[src/rtl/imem_loader.sv]
// imem_loader: receives a big-endian byte stream (word count, instruction
// words, XOR checksum) and writes the words to instruction memory at
// consecutive word addresses starting at 0. The CPU is held in reset until
// a load finishes with a matching checksum.
module imem_loader #(
  parameter int MEM_SIZE = 256
) (
  input  logic        clk,
  input  logic        rst,
  input  logic        start,
  input  logic [7:0]  in_data,
  input  logic        in_valid,
  output logic        in_ready,
  output logic        mem_we,
  output logic [31:0] mem_addr,
  output logic [31:0] mem_wdata,
  output logic        cpu_hold,
  output logic        done,
  output logic        error
);

  typedef enum logic [2:0] {
    IDLE,
    HDR_HI,
    HDR_LO,
    DATA,
    CHK,
    DONE,
    ERR
  } state_t;

  // The word index only has to reach MEM_SIZE-1, so it is sized for that.
  localparam int IDX_W = (MEM_SIZE > 1) ? $clog2(MEM_SIZE) : 1;
  localparam logic [16:0] MAX_N = 17'(MEM_SIZE);

  state_t             state;
  logic [15:0]        count;
  logic [IDX_W-1:0]   word_idx;
  logic [1:0]         byte_idx;
  logic [7:0]         chk;
  logic [23:0]        word_part;
  logic               xfer;
  logic [15:0]        n_new;
  logic [15:0]        last_idx;

  assign xfer     = in_valid && in_ready;
  assign n_new    = {count[15:8], in_data};
  assign last_idx = count - 16'd1;

  // Loader FSM: every output is registered and updated together with the
  // state, so in_ready/done/error/cpu_hold always match the current state.
  always_ff @(posedge clk) begin
    if (rst) begin
      state     <= IDLE;
      count     <= '0;
      word_idx  <= '0;
      byte_idx  <= '0;
      chk       <= '0;
      word_part <= '0;
      in_ready  <= 1'b0;
      mem_we    <= 1'b0;
      mem_addr  <= '0;
      mem_wdata <= '0;
      cpu_hold  <= 1'b1;
      done      <= 1'b0;
      error     <= 1'b0;
    end else begin
      mem_we <= 1'b0;
      case (state)
        IDLE, DONE, ERR: begin
          if (start) begin
            state    <= HDR_HI;
            in_ready <= 1'b1;
            cpu_hold <= 1'b1;
            done     <= 1'b0;
            error    <= 1'b0;
          end
        end
        HDR_HI: begin
          if (xfer) begin
            count[15:8] <= in_data;
            state       <= HDR_LO;
          end
        end
        HDR_LO: begin
          if (xfer) begin
            count[7:0] <= in_data;
            if (n_new == 16'd0 || {1'b0, n_new} > MAX_N) begin
              state    <= ERR;
              in_ready <= 1'b0;
              error    <= 1'b1;
            end else begin
              state    <= DATA;
              word_idx <= '0;
              byte_idx <= '0;
              chk      <= '0;
            end
          end
        end
        DATA: begin
          if (xfer) begin
            word_part <= {word_part[15:0], in_data};
            chk       <= chk ^ in_data;
            byte_idx  <= byte_idx + 2'd1;
            if (byte_idx == 2'd3) begin
              mem_we    <= 1'b1;
              mem_addr  <= 32'(word_idx) << 2;
              mem_wdata <= {word_part, in_data};
              if (16'(word_idx) == last_idx) begin
                state <= CHK;
              end else begin
                word_idx <= word_idx + 1'b1;
              end
            end
          end
        end
        CHK: begin
          if (xfer) begin
            in_ready <= 1'b0;
            if (in_data == chk) begin
              state    <= DONE;
              done     <= 1'b1;
              cpu_hold <= 1'b0;
            end else begin
              state <= ERR;
              error <= 1'b1;
            end
          end
        end
        default: begin
          state    <= IDLE;
          in_ready <= 1'b0;
        end
      endcase
    end
  end

endmodule

[config.mk]
export PLATFORM = sky130hd
export DESIGN_NAME = imem_loader
export DESIGN_NICKNAME = d
export VERILOG_FILES = /design/src/rtl/imem_loader.sv
export SDC_FILE = /design/constraint.sdc
export NUM_CORES = 1
export LEC_CHECK = 0
export BUFFER_PORTS_ARGS = -buffer_cell sky130_fd_sc_hd__buf_2
export CAP_MARGIN = 5
export CORE_AREA = 2 2 113 115
export DETAILED_ROUTE_END_ITERATION = 10
export DIE_AREA = 0 0 115 117
export PLACE_DENSITY = 0.55
export SYNTH_ARGS = -nofsm -noshare
export SYNTH_HDL_FRONTEND = slang
export SYNTH_SLANG_ARGS = --single-unit
[constraint.sdc]
create_clock -name clk -period 3.4 [get_ports clk]
set_clock_uncertainty 0.2 [all_clocks]
set_input_delay 0.17 -clock clk [delete_from_list [all_inputs] [get_ports clk]]
set_output_delay 0.17 -clock clk [all_outputs]
set_load 0.01 [all_outputs]
==> results of run 1 <==
[cells in the final DEF (no fill, tap or decap), types with 4 or more instances in the layout]
cell | netlist | final
sky130_fd_sc_hd__buf_4 | 24 | 10
sky130_fd_sc_hd__nor4_1 | 5 | 5
sky130_fd_sc_hd__dfxtp_1 | 106 | 106
sky130_fd_sc_hd__conb_1 | 1 | 24
sky130_fd_sc_hd__nor2b_1 | 10 | 10
sky130_fd_sc_hd__inv_1 | 16 | 16
sky130_fd_sc_hd__nand2b_1 | 7 | 7
sky130_fd_sc_hd__nand3_1 | 8 | 8
sky130_fd_sc_hd__a21oi_1 | 86 | 86
sky130_fd_sc_hd__nor3_1 | 6 | 6
sky130_fd_sc_hd__clkbuf_16 | 0 | 9
sky130_fd_sc_hd__or3_1 | 4 | 4
sky130_fd_sc_hd__dlygate4sd3_1 | 0 | 8
sky130_fd_sc_hd__xnor2_1 | 6 | 6
sky130_fd_sc_hd__nor2_1 | 45 | 45
sky130_fd_sc_hd__nand2_1 | 151 | 151
sky130_fd_sc_hd__o21ai_0 | 15 | 15
sky130_fd_sc_hd__buf_2 | 1 | 56
sky130_fd_sc_hd__or4_1 | 4 | 4
sky130_fd_sc_hd__mux2i_1 | 22 | 22
[through the flow]
step                      std cells  setup slack (ns)  hold slack [ns]  cell area, um^2
after detailed placement        791            0.4388           0.2452             5109
final                           815            0.4043           0.1745             5484
after global routing            815            0.2712           0.2192             5484
after CTS                       815            0.4164           0.1503             5484
after floorplan                 637            0.5704           0.1060             4881
after global placement          791            0.4794           0.2407             5109
[kinds of logic (layout without fill, tap and decap cells)]
logic type | count (synthesis) | in the layout | share of synthesized area
and+or+nand+nor | 262 | 262 | 0.2437
adders and majority gates | 3 | 3 | 0.007830
xor gates and xnor gates | 9 | 9 | 0.01644
AOI/OAI and AO/OA | 132 | 132 | 0.1602
DFF | 106 | 106 | 0.4426
muxes | 22 | 22 | 0.04593
buffers and inverters | 79 | 107 | 0.08246
other | 1 | 24 | 0.0007821
[flip-flops by register name (all words and copies together) (netlist names)]
register   count
word_part     24
chk            8
count         16
word_idx       8
mem_addr       8
cpu_hold       1
state          3
mem_we         1
done           1
mem_wdata     32
error          1
in_ready       1
byte_idx       2
[path summary, 6_finish.rpt]
kind                 start            end  slack (ns)  cells after the start
min reg2reg  mem_wdata[13]  mem_wdata[13]        0.25                      2
max reg2reg       count[0]    word_idx[5]        0.40                     10
min                  start       state[1]        0.17                      4
max               count[0]    word_idx[5]        0.40                     10
[worst max-delay path, delay by kind of cell, from the launching register on]
kind | cells | cell delay, ns
and+or+nand+nor | 4 | 1.51
buffers and inverters | 1 | 0.07
DFF | 1 | 0.36
AOI/OAI and AO/OA | 4 | 0.56
adders and majority gates | 1 | 0.23
[cell type report]
cell class / count / share of cell area
clock buffers: 9 / 0.04107
clock inverters: 7 / 0.01278
inverters: 16 / 0.01095
multi-input cells: 452 / 0.4310
flip-flops and latches: 106 / 0.3870
well taps: 150 / 0.03422
repair buffers: 75 / 0.08305
[repair_timing]
item                                   CTS  global route
setup endpoints to repair                0             0
hold buffers                             8             0
endpoints found under the hold margin   16             0
[power groups by stage]
| stage | logic (uW) | clock network, uW | registers (uW) |
|---|---|---|---|
| 2_1_floorplan | 142 | 0 | 1290 |
| 3_3_place_gp | 155 | 0 | 1300 |
| 3_5_place_dp | 158 | 0 | 1300 |
| 4_1_cts | 166 | 1050 | 1270 |
| 5_1_grt | 186 | 1100 | 1270 |
| 6_report | 167 | 1020 | 1270 |
[routing by layer]
layer | GRT usage | share of wire
met2 | 0.2788 | 0.44
met5 | 0 | 0
met1 | 0.2566 | 0.49
met4 | 0.05944 | 0.014
met3 | 0.02575 | 0.053
==> insert_results.sql, run 1 <==
INSERT INTO impl_metrics (metric_group, metric, value, unit) VALUES
('floorplanning', 'placeableCoreArea', '0.01231', 'mm^2'),
('cells_and_area', 'flow.area_growth_from_synthesis', '14.38', '%'),
('setup_path', 'critical_path_sink_type', 'register', ''),
('floorplanning', 'num_rows', '41', ''),
('power', 'cellLeakagePower', '0.002049', 'uW'),
('cells_and_area', 'fillCellCount', '1258', ''),
('power', 'pwr-share-clk', '0.414', ''),
('place', 'gp_routability_congestion', '0.9254', ''),
('cells_and_area', 'antenna_cells_inserted', '0', ''),
('power', 'fin_total_pwr', '2455', 'uW'),
('timing', 'post_route_fraction_of_the_period_consumed_by_the_critical_path', '0.8811', ''),
('power', 'power.switching_fraction', '0.2551', ''),
('routing', 'detailedRoute.firstIterationViolations', '244', ''),
('clocking', 'clk_pin_slew_worst_paths', '0.07', 'ns'),
('cells_and_area', 'final-seq-area', '0.002122', 'mm^2'),
('clocking', 'htree_levels', '3', ''),
('yosys', 'synth_warn', '0', ''),
('timing', 'setup_tns', '0', 'ns'),
('yosys', 'async_reset_ff_frac', '0', ''),
('clocking', 'clockBufferDepth', '2', ''),
('power', 'power_frac_comb', '0.068', ''),
('routing', 'via_count', '4234', ''),
('global_route', 'grt-ovfl-total', '0', ''),
('floorplanning', 'io-pin-count', '81', ''),
('routing', 'post-route-drc-count', '0', ''),
('floorplanning', 'die_h', '117', 'um'),
('clocking', 'clock_latency', '0.35', 'ns'),
('cells_and_area', 'multiInputGateArea', '0.002364', 'mm^2'),
('routing', 'routed_wirelength', '11.62', 'mm'),
('global_route', 'grt_pass1_wl', '19.39', 'mm'),
('yosys', 'yosysMostFrequentCell', 'sky130_fd_sc_hd__nand2_1', ''),
('yosys', 'largest_cells_by_area_after_synthesis', 'sky130_fd_sc_hd__dfxtp_1 44%, sky130_fd_sc_hd__nand2_1 12%, sky130_fd_sc_hd__a21oi_1 9.0%', ''),
('global_route', 'grt_antenna_before_repair', '0', ''),
('timing', 'fmaxAchievable', '0.3338', 'GHz'),
('cells_and_area', 'ratio_of_cells_with_drive_above_1_in_the_final_layout', '0.1459', ''),
('yosys', 'yosysSeqAreaShare', '0.4426', ''),
('floorplanning', 'initial_standard_cell_utilization_of_the_core', '0.3894', ''),
('timing', 'final-max-slew-violation-count', '0', ''),
('setup_path', 'worst_ep_arrival_time', '3.07', 'ns'),
('cells_and_area', 'postLayoutCoreUtil', '0.4454', ''),
('timing', 'final_period_minus_worst_setup_slack', '2.996', 'ns'),
('cells_and_area', 'num-nets-final', '675', ''),
('yosys', 'netlist.top_cell.by_area', 'sky130_fd_sc_hd__dfxtp_1', ''),
('global_route', 'pin_count_of_the_biggest_net_entering_global_routing', '39', ''),
('setup_path', 'crit_type', 'register to register', ''),
('yosys', 'synthesis.instances', '614', ''),
('setup_path', 'cp_launch_type', 'register', ''),
('clocking', 'cts_made_buffers', '9', ''),
('clocking', 'tritoncts_sink_count', '106', ''),
('timing', 'max_slew.worst_pin.slew', '0.7890', 'ns'),
('setup_path', 'crit_fanout', '9', ''),
('global_route', 'grt_pass1_vias', '3835', ''),
('yosys', 'dominantRegCellSynth', 'sky130_fd_sc_hd__dfxtp_1', ''),
('yosys', 'ys_types', '60', ''),
('run_status', 'run_status', 'finished clean', ''),
('place', 'detailedPlacementHpwl', '8.039', 'mm'),
('hold_path', 'worst_hold_path_type', 'input pin to register', ''),
('floorplanning', 'design.die.area', '0.01346', 'mm^2'),
('routing', 'avgViaCountPerCell', '5.195', ''),
('yosys', 'postSynthRegisterBits', '106', ''),
('global_route', 'global_route.usage.total', '0.1793', ''),
('clocking', 'root_buffer', 'sky130_fd_sc_hd__clkbuf_16', ''),
('setup_path', 'critPathMostFrequentCell', 'sky130_fd_sc_hd__a21oi_1', ''),
('clocking', 'cts_tree', 'built', ''),
('setup_path', 'crit_required', '3.48', 'ns'),
('timing', 'timing.max_slew.rel_slack', '0.4717', ''),
('routing', 'wl_per_instance', '14.26', 'um'),
('yosys', 'synth_enable_flop_cells', '0', ''),
('power', 'vdd.ir_drop.worst', '218.6', 'uV'),
('clocking', 'cts_setup_buffers', '0', ''),
('power', 'intPower', '1829', 'uW');
Power figures use the tool's default switching activity.
==> run 2: changes to the inputs <==
--- a/config.mk
+++ b/config.mk
@@ -10,7 +10,7 @@
 export CORE_AREA = 2 2 113 115
 export DETAILED_ROUTE_END_ITERATION = 10
 export DIE_AREA = 0 0 115 117
-export PLACE_DENSITY = 0.55
+export PLACE_DENSITY_LB_ADDON = 0.3
 export SYNTH_ARGS = -nofsm -noshare
 export SYNTH_HDL_FRONTEND = slang
 export SYNTH_SLANG_ARGS = --single-unit
==> run 2 against run 1 <==
Effect of this change: global-route usage down 1.2 points; flip-flop and latch count unchanged; setup slack worse by 0.046 ns; critical path type unchanged; largest cell class unchanged.
==> insert_results.sql, run 2 (synthesized netlist as in run 1, its figures left out) <==
INSERT INTO impl_metrics (metric_group, metric, value, unit) VALUES
('clocking', 'clk_pin_slew_worst_paths', '0.07', 'ns'),
('timing', 'hold_violations', '0', ''),
('place', 'gp_routability_congestion', '0.9389', ''),
('setup_path', 'critical-path-max-stage-delay', '0.50', 'ns'),
('timing', 'fmaxAchievable', '0.3288', 'GHz'),
('routing', 'via_count', '4170', ''),
('global_route', 'grt_pass1_wl', '17.97', 'mm'),
('clocking', 'clockBufferDepth', '2', ''),
('timing', 'final_period_minus_worst_setup_slack', '3.042', 'ns'),
('routing', 'first_pass_iters', '5', ''),
('power', 'intPower', '1815', 'uW'),
('run_status', 'run_status', 'finished clean', ''),
('clocking', 'cts_tree', 'built', ''),
('setup_path', 'timing.critical_path.slowest_stage_cell', 'sky130_fd_sc_hd__or4_1', ''),
('place', 'buffer_ports.inserted', '56', ''),
('timing', 'grt_setup_unrepaired', 'no', ''),
('timing', 'timing.max_slew.rel_slack', '0.3594', ''),
('cells_and_area', 'commonest_non_fill_non_tap_cell_in_the_layout', 'sky130_fd_sc_hd__nand2_1', ''),
('cells_and_area', 'regMostFlops', 'mem_wdata', ''),
('cells_and_area', 'post-route-cell-area', '0.005455', 'mm^2'),
('floorplanning', 'die_h', '117', 'um'),
('power', 'powerDensity', '441.8', 'mW/mm^2'),
('clocking', 'ctsResizeCount', '0', ''),
('clocking', 'clock_latency', '0.34', 'ns'),
('power', 'cellLeakagePower', '0.002031', 'uW'),
('routing', 'wl_per_instance', '13.73', 'um'),
('clocking', 'htree_levels', '3', ''),
('floorplanning', 'dieWidth', '115', 'um'),
('floorplanning', 'design.die.area', '0.01346', 'mm^2'),
('cells_and_area', 'num-nets-final', '672', ''),
('hold_path', 'worst_hold_path_type', 'input pin to register', ''),
('setup_path', 'cp_launch_type', 'register', ''),
('timing', 'finalSetupViolations', '0', ''),
('cells_and_area', 'antenna_cells_inserted', '0', ''),
('routing', 'ant_nets', '0', ''),
('floorplanning', 'io-pin-count', '81', ''),
('place', 'detailedPlacementHpwl', '7.872', 'mm'),
('floorplanning', 'initial_standard_cell_utilization_of_the_core', '0.3894', ''),
('setup_path', 'worst_ep_arrival_time', '3.11', 'ns'),
('global_route', 'pin_count_of_the_biggest_net_entering_global_routing', '66', ''),
('setup_path', 'critical_path.cell_chain', 'inv_1 > ha_1 > or2b_2 > o21ai_1 > a21oi_1 > or3_4 > or2_4 > o211a_4 > or4_1 > a21oi_1', ''),
('global_route', 'global_route.usage.total', '0.1675', ''),
('global_route', 'grt_antenna_before_repair', '0', ''),
('timing', 'post_route_fraction_of_the_period_consumed_by_the_critical_path', '0.8946', ''),
('place', 'post_dp_cell_area', '0.005099', 'mm^2'),
('setup_path', 'critical_path.reg2reg.startpoint', 'count[0]', ''),
('power', 'pwr-share-clk', '0.404', ''),
('timing', 'max_slew.worst_pin.slew', '0.9582', 'ns'),
('cells_and_area', 'flip_flop_count_of_the_largest_register_after_layout', '32', ''),
('power', 'sequentialPowerShare', '0.527', ''),
('routing', 'avgViaCountPerCell', '5.135', ''),
('cells_and_area', 'ratio_of_cells_with_drive_above_1_in_the_final_layout', '0.1420', ''),
('timing', 'setup_tns', '0', 'ns'),
('cells_and_area', 'layout_top_registers', 'mem_wdata (32), word_part (24), count (16)', ''),
('routing', 'post-route-drc-count', '0', ''),
('power', 'p_sw', '595.3', 'uW'),
('routing', 'routed_wirelength', '11.15', 'mm'),
('clocking', 'tritoncts_sink_count', '106', ''),
('power', 'power.switching_fraction', '0.2470', ''),
('power', 'vdd.ir_drop.worst', '195.7', 'uV'),
('setup_path', 'crit_required', '3.46', 'ns'),
('setup_path', 'critical_path_sink_type', 'register', ''),
('floorplanning', 'placeableCoreArea', '0.01231', 'mm^2'),
('cells_and_area', 'layout_common_cells', '151 x sky130_fd_sc_hd__nand2_1, 106 x sky130_fd_sc_hd__dfxtp_1, 86 x sky130_fd_sc_hd__a21oi_1', ''),
('cells_and_area', 'flow.area_growth_from_synthesis', '13.78', '%'),
('setup_path', 'critPathMostFrequentCell', 'sky130_fd_sc_hd__a21oi_1', ''),
('job', 'max_cap_violations', '0', ''),
('timing', 'final-max-slew-violation-count', '0', ''),
('setup_path', 'worstSetupStartpoint', 'count[0]', ''),
('clocking', 'root_buffer', 'sky130_fd_sc_hd__clkbuf_16', ''),
('hold_path', 'startpoint_of_the_worst_hold_path', 'rst', ''),
('routing', 'detailedRoute.firstIterationViolations', '249', ''),
('global_route', 'grt-ovfl-total', '0', ''),
('clocking', 'cts_setup_buffers', '0', ''),
('floorplanning', 'num_rows', '41', ''),
('clocking', 'cts_made_buffers', '9', ''),
('setup_path', 'crit_type', 'register to register', ''),
('setup_path', 'crit_fanout', '9', ''),
('global_route', 'grt_pass1_vias', '3679', ''),
('power', 'power_frac_comb', '0.069', '');
-- run 2: changes by cell type in the layout (fill, tap and decap cells not counted) --
cell | before | now
sky130_fd_sc_hd__buf_4 | 10 | 6
sky130_fd_sc_hd__clkinv_2 | 1 | 3
sky130_fd_sc_hd__clkinv_4 | 2 | 0
sky130_fd_sc_hd__buf_12 | 1 | 2
sky130_fd_sc_hd__clkinv_8 | 1 | 0
sky130_fd_sc_hd__clkinvlp_4 | 0 | 1
sky130_fd_sc_hd__inv_6 | 1 | 2
sky130_fd_sc_hd__inv_8 | 2 | 1
-- run 2: path summary, 6_finish.rpt --
check | end | slack, ns | depth (start not counted)
worst max-delay path | word_idx[5] | 0.36 | 10
worst min-delay path | state[1] | 0.15 | 2
worst max register to register | word_idx[5] | 0.36 | 10
worst min register to register | mem_wdata[29] | 0.25 | 2
-- run 2: stage by stage --
stage / utilization / instances / total power, uW / worst slack (ns) / hold WS (ns)
after detailed placement: 0.4141 / 788 / 1457 / 0.3792 / 0.2470
after global placement: 0.4141 / 788 / 1452 / 0.4822 / 0.2419
after global routing: 0.4431 / 812 / 2502 / 0.1213 / 0.1716
after CTS: 0.4431 / 812 / 2440 / 0.3633 / 0.1349
final: 0.4431 / 812 / 2410 / 0.3582 / 0.1467
after floorplan: - / 637 / 1435 / 0.5704 / 0.1060
-- run 2: what timing repair did --
action | 4_1_cts | 5_1_grt
setup endpoints to repair | 0 | 0
hold buffers | 8 | 0
endpoints found under the hold margin | 16 | 0
-- run 2: layout make-up --
cell class,count,area (um^2)
inverters,16,60.06
clock inverters,7,51.30
well taps,150,187.7
fillers,1238,6857
repair buffers,72,445.4
multi-input cells,452,2364
flip-flops and latches,106,2122
clock buffers,9,225.2
-- run 2: power by group through the flow --
stage               combinational (uW)  clock, uW  sequential (uW)
global placement                   154          0             1300
global route                       184       1050             1270
detailed placement                 158          0             1300
CTS                                165       1000             1270
floorplan                          142          0             1290
finish                             166        973             1270
-- run 2: per-layer routing --
| layer | vias up | part of all wire | track usage |
|---|---|---|---|
| met4 | 0 | 0.021 | 0.07952 |
| met5 | - | 0 | 0 |
| met3 | 17 | 0.045 | 0.02420 |
| met2 | 114 | 0.45 | 0.2604 |
| li1 | 2107 | - | - |
| met1 | 1932 | 0.49 | 0.2303 |
-- run 2: worst max-delay path, delay by kind of cell, from the launching register on --
kind	cells	cell delay, ns
AO/OA/AOI/OAI	4	0.61
adder cells (fa/ha/maj)	1	0.22
buffers and inverters	1	0.07
flip-flops	1	0.35
AND/OR/NAND/NOR	4	1.52
